[src/rtl/mem_arbiter.sv]
// Two-port (IFU/LSU) arbiter in front of a single req/gnt memory port, one outstanding transaction.
// Optional `MEM_ARB_ROUND_ROBIN_EN swaps fixed LSU priority for alternating priority.
module mem_arbiter #(
  parameter int ADDR_W  = 64,
  parameter int DATA_W  = 64,
  parameter int TIMEOUT = 256
) (
  input  logic                clk,
  input  logic                rst,
  input  logic                ifu_req,
  input  logic [ADDR_W-1:0]   ifu_addr,
  output logic                ifu_gnt,
  output logic                ifu_rvalid,
  output logic [DATA_W-1:0]   ifu_rdata,
  output logic                ifu_err,
  input  logic                lsu_req,
  input  logic                lsu_we,
  input  logic [ADDR_W-1:0]   lsu_addr,
  input  logic [DATA_W-1:0]   lsu_wdata,
  input  logic [DATA_W/8-1:0] lsu_wmask,
  output logic                lsu_gnt,
  output logic                lsu_rvalid,
  output logic [DATA_W-1:0]   lsu_rdata,
  output logic                lsu_err,
  output logic                mem_req,
  output logic                mem_we,
  output logic [ADDR_W-1:0]   mem_addr,
  output logic [DATA_W-1:0]   mem_wdata,
  output logic [DATA_W/8-1:0] mem_wmask,
  input  logic                mem_gnt,
  input  logic                mem_rvalid,
  input  logic [DATA_W-1:0]   mem_rdata
);

  localparam int MASK_W = DATA_W / 8;
  localparam int CNT_W  = $clog2(TIMEOUT) + 1;
  // Counter holds cycles already spent in REQ/RESP, so the abort fires on the cycle it reaches TIMEOUT-2.
  localparam logic [CNT_W-1:0] CNT_LAST = CNT_W'(TIMEOUT - 2);
  localparam logic [CNT_W-1:0] CNT_SAT  = CNT_W'(TIMEOUT - 1);

  typedef enum logic [1:0] {IDLE, REQ, RESP} state_e;
  typedef enum logic {OWN_IFU = 1'b0, OWN_LSU = 1'b1} owner_e;

  state_e              state_q, state_d;
  owner_e              owner_q;
  logic [CNT_W-1:0]    cnt_q;
  logic                armed_q;
  logic                mem_we_q;
  logic [ADDR_W-1:0]   mem_addr_q;
  logic [DATA_W-1:0]   mem_wdata_q;
  logic [MASK_W-1:0]   mem_wmask_q;

  logic win_ifu, win_lsu, grant_ok, take;
  logic complete, timeout;
  logic [DATA_W-1:0] resp_data;

`ifdef MEM_ARB_ROUND_ROBIN_EN
  owner_e last_q;

  always_comb begin
    win_lsu = lsu_req && (!ifu_req || (last_q == OWN_IFU));
    win_ifu = ifu_req && !win_lsu;
  end

  always_ff @(posedge clk) begin
    if (!rst) begin
      last_q <= OWN_IFU;
    end else if (take) begin
      last_q <= win_lsu ? OWN_LSU : OWN_IFU;
    end
  end
`else
  always_comb begin
    win_lsu = lsu_req;
    win_ifu = ifu_req && !lsu_req;
  end
`endif

  // No grant in the first IDLE cycle after reset: armed_q rises one edge after reset releases.
  assign grant_ok = rst && armed_q && (state_q == IDLE);
  assign take     = grant_ok && (ifu_req || lsu_req);
  assign complete = ((state_q == REQ) && mem_gnt && mem_rvalid) ||
                    ((state_q == RESP) && mem_rvalid);
  assign timeout  = (state_q != IDLE) && (cnt_q == CNT_LAST) && !complete;

  // NOTE: sequential state uses non-blocking assignments so every register samples pre-edge values.
  always_ff @(posedge clk) begin
    if (!rst) begin
      state_q <= IDLE;
    end else begin
      state_q <= state_d;
    end
  end

  // NOTE: every always_comb output gets a default first; a missing branch would otherwise infer a latch.
  always_comb begin
    state_d = state_q;
    unique case (state_q)
      IDLE: if (take) state_d = REQ;
      REQ: begin
        if (complete || timeout) state_d = IDLE;
        else if (mem_gnt)        state_d = RESP;
      end
      RESP: if (complete || timeout) state_d = IDLE;
      default: state_d = IDLE;
    endcase
  end

  // NOTE: the mem_* fields are ordinary flops, not a memory array, so resetting them costs nothing and keeps outputs defined.
  always_ff @(posedge clk) begin
    if (!rst) begin
      owner_q     <= OWN_IFU;
      cnt_q       <= '0;
      armed_q     <= 1'b0;
      mem_we_q    <= 1'b0;
      mem_addr_q  <= '0;
      mem_wdata_q <= '0;
      mem_wmask_q <= '0;
    end else begin
      armed_q <= 1'b1;
      if (take) begin
        cnt_q <= '0;
        if (win_lsu) begin
          owner_q     <= OWN_LSU;
          mem_we_q    <= lsu_we;
          mem_addr_q  <= lsu_addr;
          mem_wdata_q <= lsu_wdata;
          mem_wmask_q <= lsu_we ? lsu_wmask : '0;
        end else begin
          owner_q     <= OWN_IFU;
          mem_we_q    <= 1'b0;
          mem_addr_q  <= ifu_addr;
          mem_wdata_q <= '0;
          mem_wmask_q <= '0;
        end
      end else if ((state_q != IDLE) && (cnt_q != CNT_SAT)) begin
        cnt_q <= cnt_q + 1'b1;
      end
    end
  end

  always_comb begin
    ifu_gnt    = 1'b0;
    lsu_gnt    = 1'b0;
    ifu_rvalid = 1'b0;
    ifu_rdata  = '0;
    ifu_err    = 1'b0;
    lsu_rvalid = 1'b0;
    lsu_rdata  = '0;
    lsu_err    = 1'b0;
    mem_req    = 1'b0;
    mem_we     = 1'b0;
    mem_addr   = '0;
    mem_wdata  = '0;
    mem_wmask  = '0;
    resp_data  = '0;
    if (rst) begin
      if (grant_ok) begin
        ifu_gnt = win_ifu;
        lsu_gnt = win_lsu;
      end
      mem_req   = (state_q == REQ);
      mem_we    = mem_we_q;
      mem_addr  = mem_addr_q;
      mem_wdata = mem_wdata_q;
      mem_wmask = mem_wmask_q;
      if (complete && !mem_we_q) resp_data = mem_rdata;
      if (complete || timeout) begin
        if (owner_q == OWN_LSU) begin
          lsu_rvalid = 1'b1;
          lsu_err    = timeout;
          lsu_rdata  = resp_data;
        end else begin
          ifu_rvalid = 1'b1;
          ifu_err    = timeout;
          ifu_rdata  = resp_data;
        end
      end
    end
  end

endmodule

[config.mk]
export PLATFORM = sky130hd
export DESIGN_NAME = mem_arbiter
export DESIGN_NICKNAME = d
export VERILOG_FILES = /design/src/rtl/mem_arbiter.sv
export SDC_FILE = /design/constraint.sdc
export NUM_CORES = 1
export LEC_CHECK = 0
export ABC_AREA = 1
export CAP_MARGIN = 20
export CORE_AREA = 3 3 210 212
export CTS_CLUSTER_DIAMETER = 200
export DETAILED_ROUTE_END_ITERATION = 16
export DIE_AREA = 0 0 213 215
export GPL_TIMING_DRIVEN = 0
export PLACE_DENSITY_LB_ADDON = 0.05
export REMOVE_ABC_BUFFERS = 1
export SYNTH_ARGS = -nofsm -noshare
export SYNTH_HDL_FRONTEND = slang
export SYNTH_SLANG_ARGS = --single-unit
[constraint.sdc]
create_clock -name clk -period 2.5 [get_ports clk]
set_input_delay 0.75 -clock clk [delete_from_list [all_inputs] [get_ports clk]]
set_output_delay 0.75 -clock clk [all_outputs]
set_load 0.02 [all_outputs]
==> metrics.txt <==
# TYPE chip_impl_metric gauge
chip_impl_metric{name="fin_worst_skew",unit="ps"} 9.96
chip_impl_metric{name="post_route_cells_drive_above_1_share",unit="%"} 24.9
chip_impl_metric{name="synth_seq_area_share",unit="%"} 37.9
chip_impl_metric{name="net-switching-power",unit="W"} 0.00192
chip_impl_metric{name="grtUsageTotal",unit="%"} 21.0
chip_impl_info{name="worst_r2r_endpoint",value="mem_addr_q[27]"} 1
chip_impl_metric{name="finalMaxSlewViolations",unit=""} 0
chip_impl_info{name="rsz_0062_raised_after_global_routing",value="true"} 1
chip_impl_metric{name="clk_path_buf_depth",unit=""} 2
chip_impl_metric{name="routed_wirelength",unit="mm"} 50.8
chip_impl_metric{name="syn-cell-area",unit="um^2"} 7920
chip_impl_info{name="timing.hold.worst_endpoint",value="mem_wmask_q[5]"} 1
chip_impl_metric{name="worst_hold_slack",unit="ps"} 445
chip_impl_metric{name="slew-limit-headroom",unit="%"} 48.1
chip_impl_metric{name="rows",unit=""} 75
chip_impl_metric{name="r2r_setup_slack",unit="ps"} 330
chip_impl_info{name="synth.area.top_cells",value="dfxtp_1, nand2_1, inv_1"} 1
chip_impl_info{name="path_class",value="flip-flop to output pin"} 1
chip_impl_metric{name="coreArea",unit="um^2"} 42100
chip_impl_metric{name="required",unit="ps"} 1750
chip_impl_metric{name="clk_pin_slew",unit="ps"} 60
chip_impl_metric{name="layout.nets",unit=""} 2189
chip_impl_metric{name="grt.overflow.total",unit=""} 0
chip_impl_metric{name="cell_pwr_density",unit="nW/um^2"} 390
chip_impl_metric{name="clock_sinks",unit=""} 150
chip_impl_metric{name="synthCells",unit=""} 1333
chip_impl_info{name="cts-root-buf",value="clkbuf_16"} 1
chip_impl_metric{name="power_frac_clock",unit="%"} 40.8
chip_impl_metric{name="die_w",unit="um"} 213
chip_impl_metric{name="drt_drc_violations_left",unit=""} 0
chip_impl_metric{name="final_critical_path_setup_slack",unit="ps"} -365
chip_impl_metric{name="antenna_found_initial",unit=""} 20
chip_impl_info{name="run_status",value="finished, violations left"} 1
chip_impl_metric{name="max-cap-violations",unit=""} 0
chip_impl_info{name="reg2reg_from",value="state_q[0]"} 1
chip_impl_metric{name="worstSkewPairLatency",unit="ps"} 430
chip_impl_metric{name="yosys.cell_types.count",unit=""} 26
chip_impl_metric{name="grt_pass1_vias",unit=""} 10400
chip_impl_metric{name="synth_top_area_share",unit="%"} 37.9
chip_impl_info{name="worstSetupStartpointType",value="flip-flop"} 1
chip_impl_metric{name="syn_area_per_cell",unit="um^2"} 5.94
chip_impl_metric{name="combinationalPowerShare",unit="%"} 21.5
chip_impl_metric{name="drt_iter0_drc",unit=""} 389
chip_impl_metric{name="synth-seq-cells",unit=""} 150
chip_impl_metric{name="io_buffers",unit=""} 542
chip_impl_metric{name="min_period",unit="ps"} 2860
chip_impl_metric{name="worst_pin_slew",unit="ps"} 777
chip_impl_info{name="netlist.top_cell.by_area",value="dfxtp_1"} 1
chip_impl_metric{name="yosys_warnings",unit=""} 0
chip_impl_metric{name="route.vias.total",unit=""} 10400
chip_impl_metric{name="setup-violations-final",unit=""} 132
chip_impl_metric{name="power.share.switching",unit="%"} 28.4
chip_impl_metric{name="ant_nets",unit=""} 0
chip_impl_metric{name="ir_worst_vdd",unit="mV"} 0.443
chip_impl_metric{name="r2r_cells",unit=""} 10
chip_impl_metric{name="num_io_pins",unit=""} 543
chip_impl_metric{name="p_leak",unit="nW"} 8.15
chip_impl_metric{name="cts-hold-fix-buffers",unit=""} 0
chip_impl_metric{name="wire_per_inst",unit="um"} 20.5
chip_impl_metric{name="timing.critical_path.fanout_max",unit=""} 7
chip_impl_metric{name="routability_driven_placement_congestion_ratio",unit=""} 0.804
chip_impl_metric{name="intPower",unit="W"} 0.00485
chip_impl_info{name="holdCritPathClass",value="flip-flop to flip-flop"} 1
chip_impl_metric{name="fin_total_pwr",unit="W"} 0.00677
chip_impl_metric{name="floorplan.initialDensity",unit="%"} 18.8
chip_impl_metric{name="grt_pass1_wl",unit="mm"} 70.4
chip_impl_metric{name="final_period_utilization",unit="%"} 115
chip_impl_info{name="clock_tree_from_tritoncts",value="yes"} 1
chip_impl_metric{name="layout.core_utilization",unit="%"} 41.2
chip_impl_metric{name="cts.htree.levels",unit=""} 4
chip_impl_metric{name="die_h",unit="um"} 215
chip_impl_metric{name="cp_data_arrival_time",unit="ps"} 2110
chip_impl_metric{name="achievable-frequency",unit="MHz"} 349
chip_impl_metric{name="post_drt_via_cell_ratio",unit=""} 4.20
chip_impl_metric{name="tritonroute_pass_1_iters",unit=""} 4
chip_impl_metric{name="floorplan.die_area",unit="um^2"} 45800
chip_impl_metric{name="cts_buffers",unit=""} 17
chip_impl_metric{name="pin_count_of_the_biggest_net_entering_global_routing",unit=""} 85
chip_impl_metric{name="worst_hold_path.num_cells",unit=""} 2
chip_impl_metric{name="power.sequential.fraction",unit="%"} 37.7
chip_impl_info{name="worst_setup_path_end_kind",value="output pin"} 1
chip_impl_info{name="violations",value="negative setup slack"} 1
chip_impl_metric{name="hold_violations",unit=""} 0
chip_impl_metric{name="flow.area_growth_from_synthesis",unit="%"} 119
chip_impl_metric{name="dp_hpwl",unit="mm"} 32.9
chip_impl_info{name="startpoint_of_the_worst_hold_path",value="mem_wmask_q[5]"} 1
-- through the flow --
step	instances	setup TNS, ps	instance area [um^2]	setup WS [ps]
2_1_floorplan	1245	-375110	7410	-2170
3_3_place_gp	2326	-3345030	13500	-11810
3_5_place_dp	2337	-446170	13800	-2410
4_1_cts	2452	-38070	16700	-412
5_1_grt	2479	-46700	17300	-443
6_report	2481	-35220	17300	-365
-- cell usage after synthesis --
cell type / number
nand2_1: 614
inv_1: 157
dfxtp_1: 150
nor2_1: 140
o21ai_0: 71
a21oi_1: 70
clkbuf_1: 28
buf_2: 26
nand3_1: 16
buf_4: 14
buf_6: 13
nor3_1: 8
buf_1: 7
ha_1: 3
inv_2: 2
nand2_2: 2
nor2_4: 2
xor2_1: 2
clkinv_1: 1
nand3_2: 1
nand4_1: 1
nor4_1: 1
o211a_1: 1
o21a_1: 1
o21ai_2: 1
o21bai_1: 1
-- layout make-up --
class                           count  area [um^2]
Antenna cell                       14         35.0
Timing Repair inverter              1         16.3
Timing Repair Buffer              640         7090
Sequential cell                   150         3020
Multi-Input combinational cell    945         5260
Fill cell                        4393        24800
Inverter                          160          642
Clock inverter                     13          170
Clock buffer                       19          443
Tap cell                          539          674
-- power by group through the flow --
| stage | Clock (W) | Combinational [W] | Sequential (W) |
|---|---|---|---|
| after floorplan | 0 | 0.000411 | 0.00259 |
| after global placement | 0 | 0.00120 | 0.00259 |
| after detailed placement | 0 | 0.00122 | 0.00260 |
| after CTS | 0.00285 | 0.00146 | 0.00255 |
| after global routing | 0.00292 | 0.00158 | 0.00256 |
| final | 0.00276 | 0.00146 | 0.00255 |
-- layout by cell type (no fill, tap or decap), types with 4 or more instances in the layout --
| cell type | n |
|---|---|
| bufbuf_16 | 6 |
| nand2_2 | 23 |
| nand2_1 | 572 |
| nor2_1 | 17 |
| clkbuf_16 | 20 |
| a21oi_1 | 70 |
| nor3_1 | 4 |
| inv_6 | 4 |
| buf_6 | 146 |
| buf_16 | 15 |
| inv_1 | 151 |
| nand3_4 | 8 |
| nand2_4 | 11 |
| nand3_1 | 13 |
| dlygate4sd2_1 | 99 |
| buf_12 | 29 |
| buf_4 | 31 |
| clkdlybuf4s50_1 | 266 |
| clkdlybuf4s15_1 | 30 |
| buf_8 | 4 |
| inv_4 | 4 |
| diode_2 | 14 |
| nand2_8 | 14 |
| nor2_4 | 120 |
| dfxtp_1 | 145 |
| o21ai_0 | 71 |
| nor2_2 | 7 |
| clkbuf_2 | 9 |
-- state kept, by name, summed over array words and instances, names as in the netlist --
register,flops
state_q,2
armed_q,1
mem_wmask_q,8
cnt_q,9
mem_addr_q,64
owner_q,1
mem_wdata_q,64
mem_we_q,1
-- how the worst max path moves through the flow --
stage	from	end	slack, ps	cells past startpoint
4_1_cts	cnt_q[0]	lsu_rdata[37]	-410	10
3_3_place_gp	rst	ifu_rdata[22]	-11810	6
6_report	cnt_q[0]	lsu_rdata[40]	-360	10
3_5_place_dp	rst	ifu_rdata[11]	-2410	8
2_1_floorplan	lsu_req	lsu_gnt	-2170	2
5_1_grt	cnt_q[0]	lsu_rdata[4]	-440	10
-- worst max-delay path, cell delays in order, from the launching register on --
cell     delay (ps)
dfxtp_2         320
inv_2            70
ha_4            140
nand2_4          50
nor2_4          100
nand3_4         150
nand2_8         180
nand3_4         200
buf_8           230
nor2_2          100
buf_6           130
-- what timing repair did --
| item | in CTS | in global routing |
|---|---|---|
| buffers inserted | 52 | 18 |
| gates resized for setup | 1249 | 165 |
| cloned | 31 | 3 |
| pin swaps | 35 | 32 |
| endpoints found under the setup margin | 414 | 166 |
-- cells by family after synthesis --
logic type	count (synthesis)	share of synthesized area, %
buffers and inverters	248	14.1
flip-flops	150	37.9
XOR/XNOR	2	0.221
AO/OA/AOI/OAI	145	9.34
AND/OR/NAND/NOR	785	38.0
adder cells (fa/ha/maj)	3	0.474
-- routing by layer --
| metal | track usage [%] | wire length (um) |
|---|---|---|
| met1 | 21.1 | 18500 |
| met2 | 38.3 | 26100 |
| met3 | 7.51 | 4110 |
| met4 | 9.58 | 2060 |
| met5 | 0 | 51 |
Note: power is estimated with default switching activity, not from simulation.
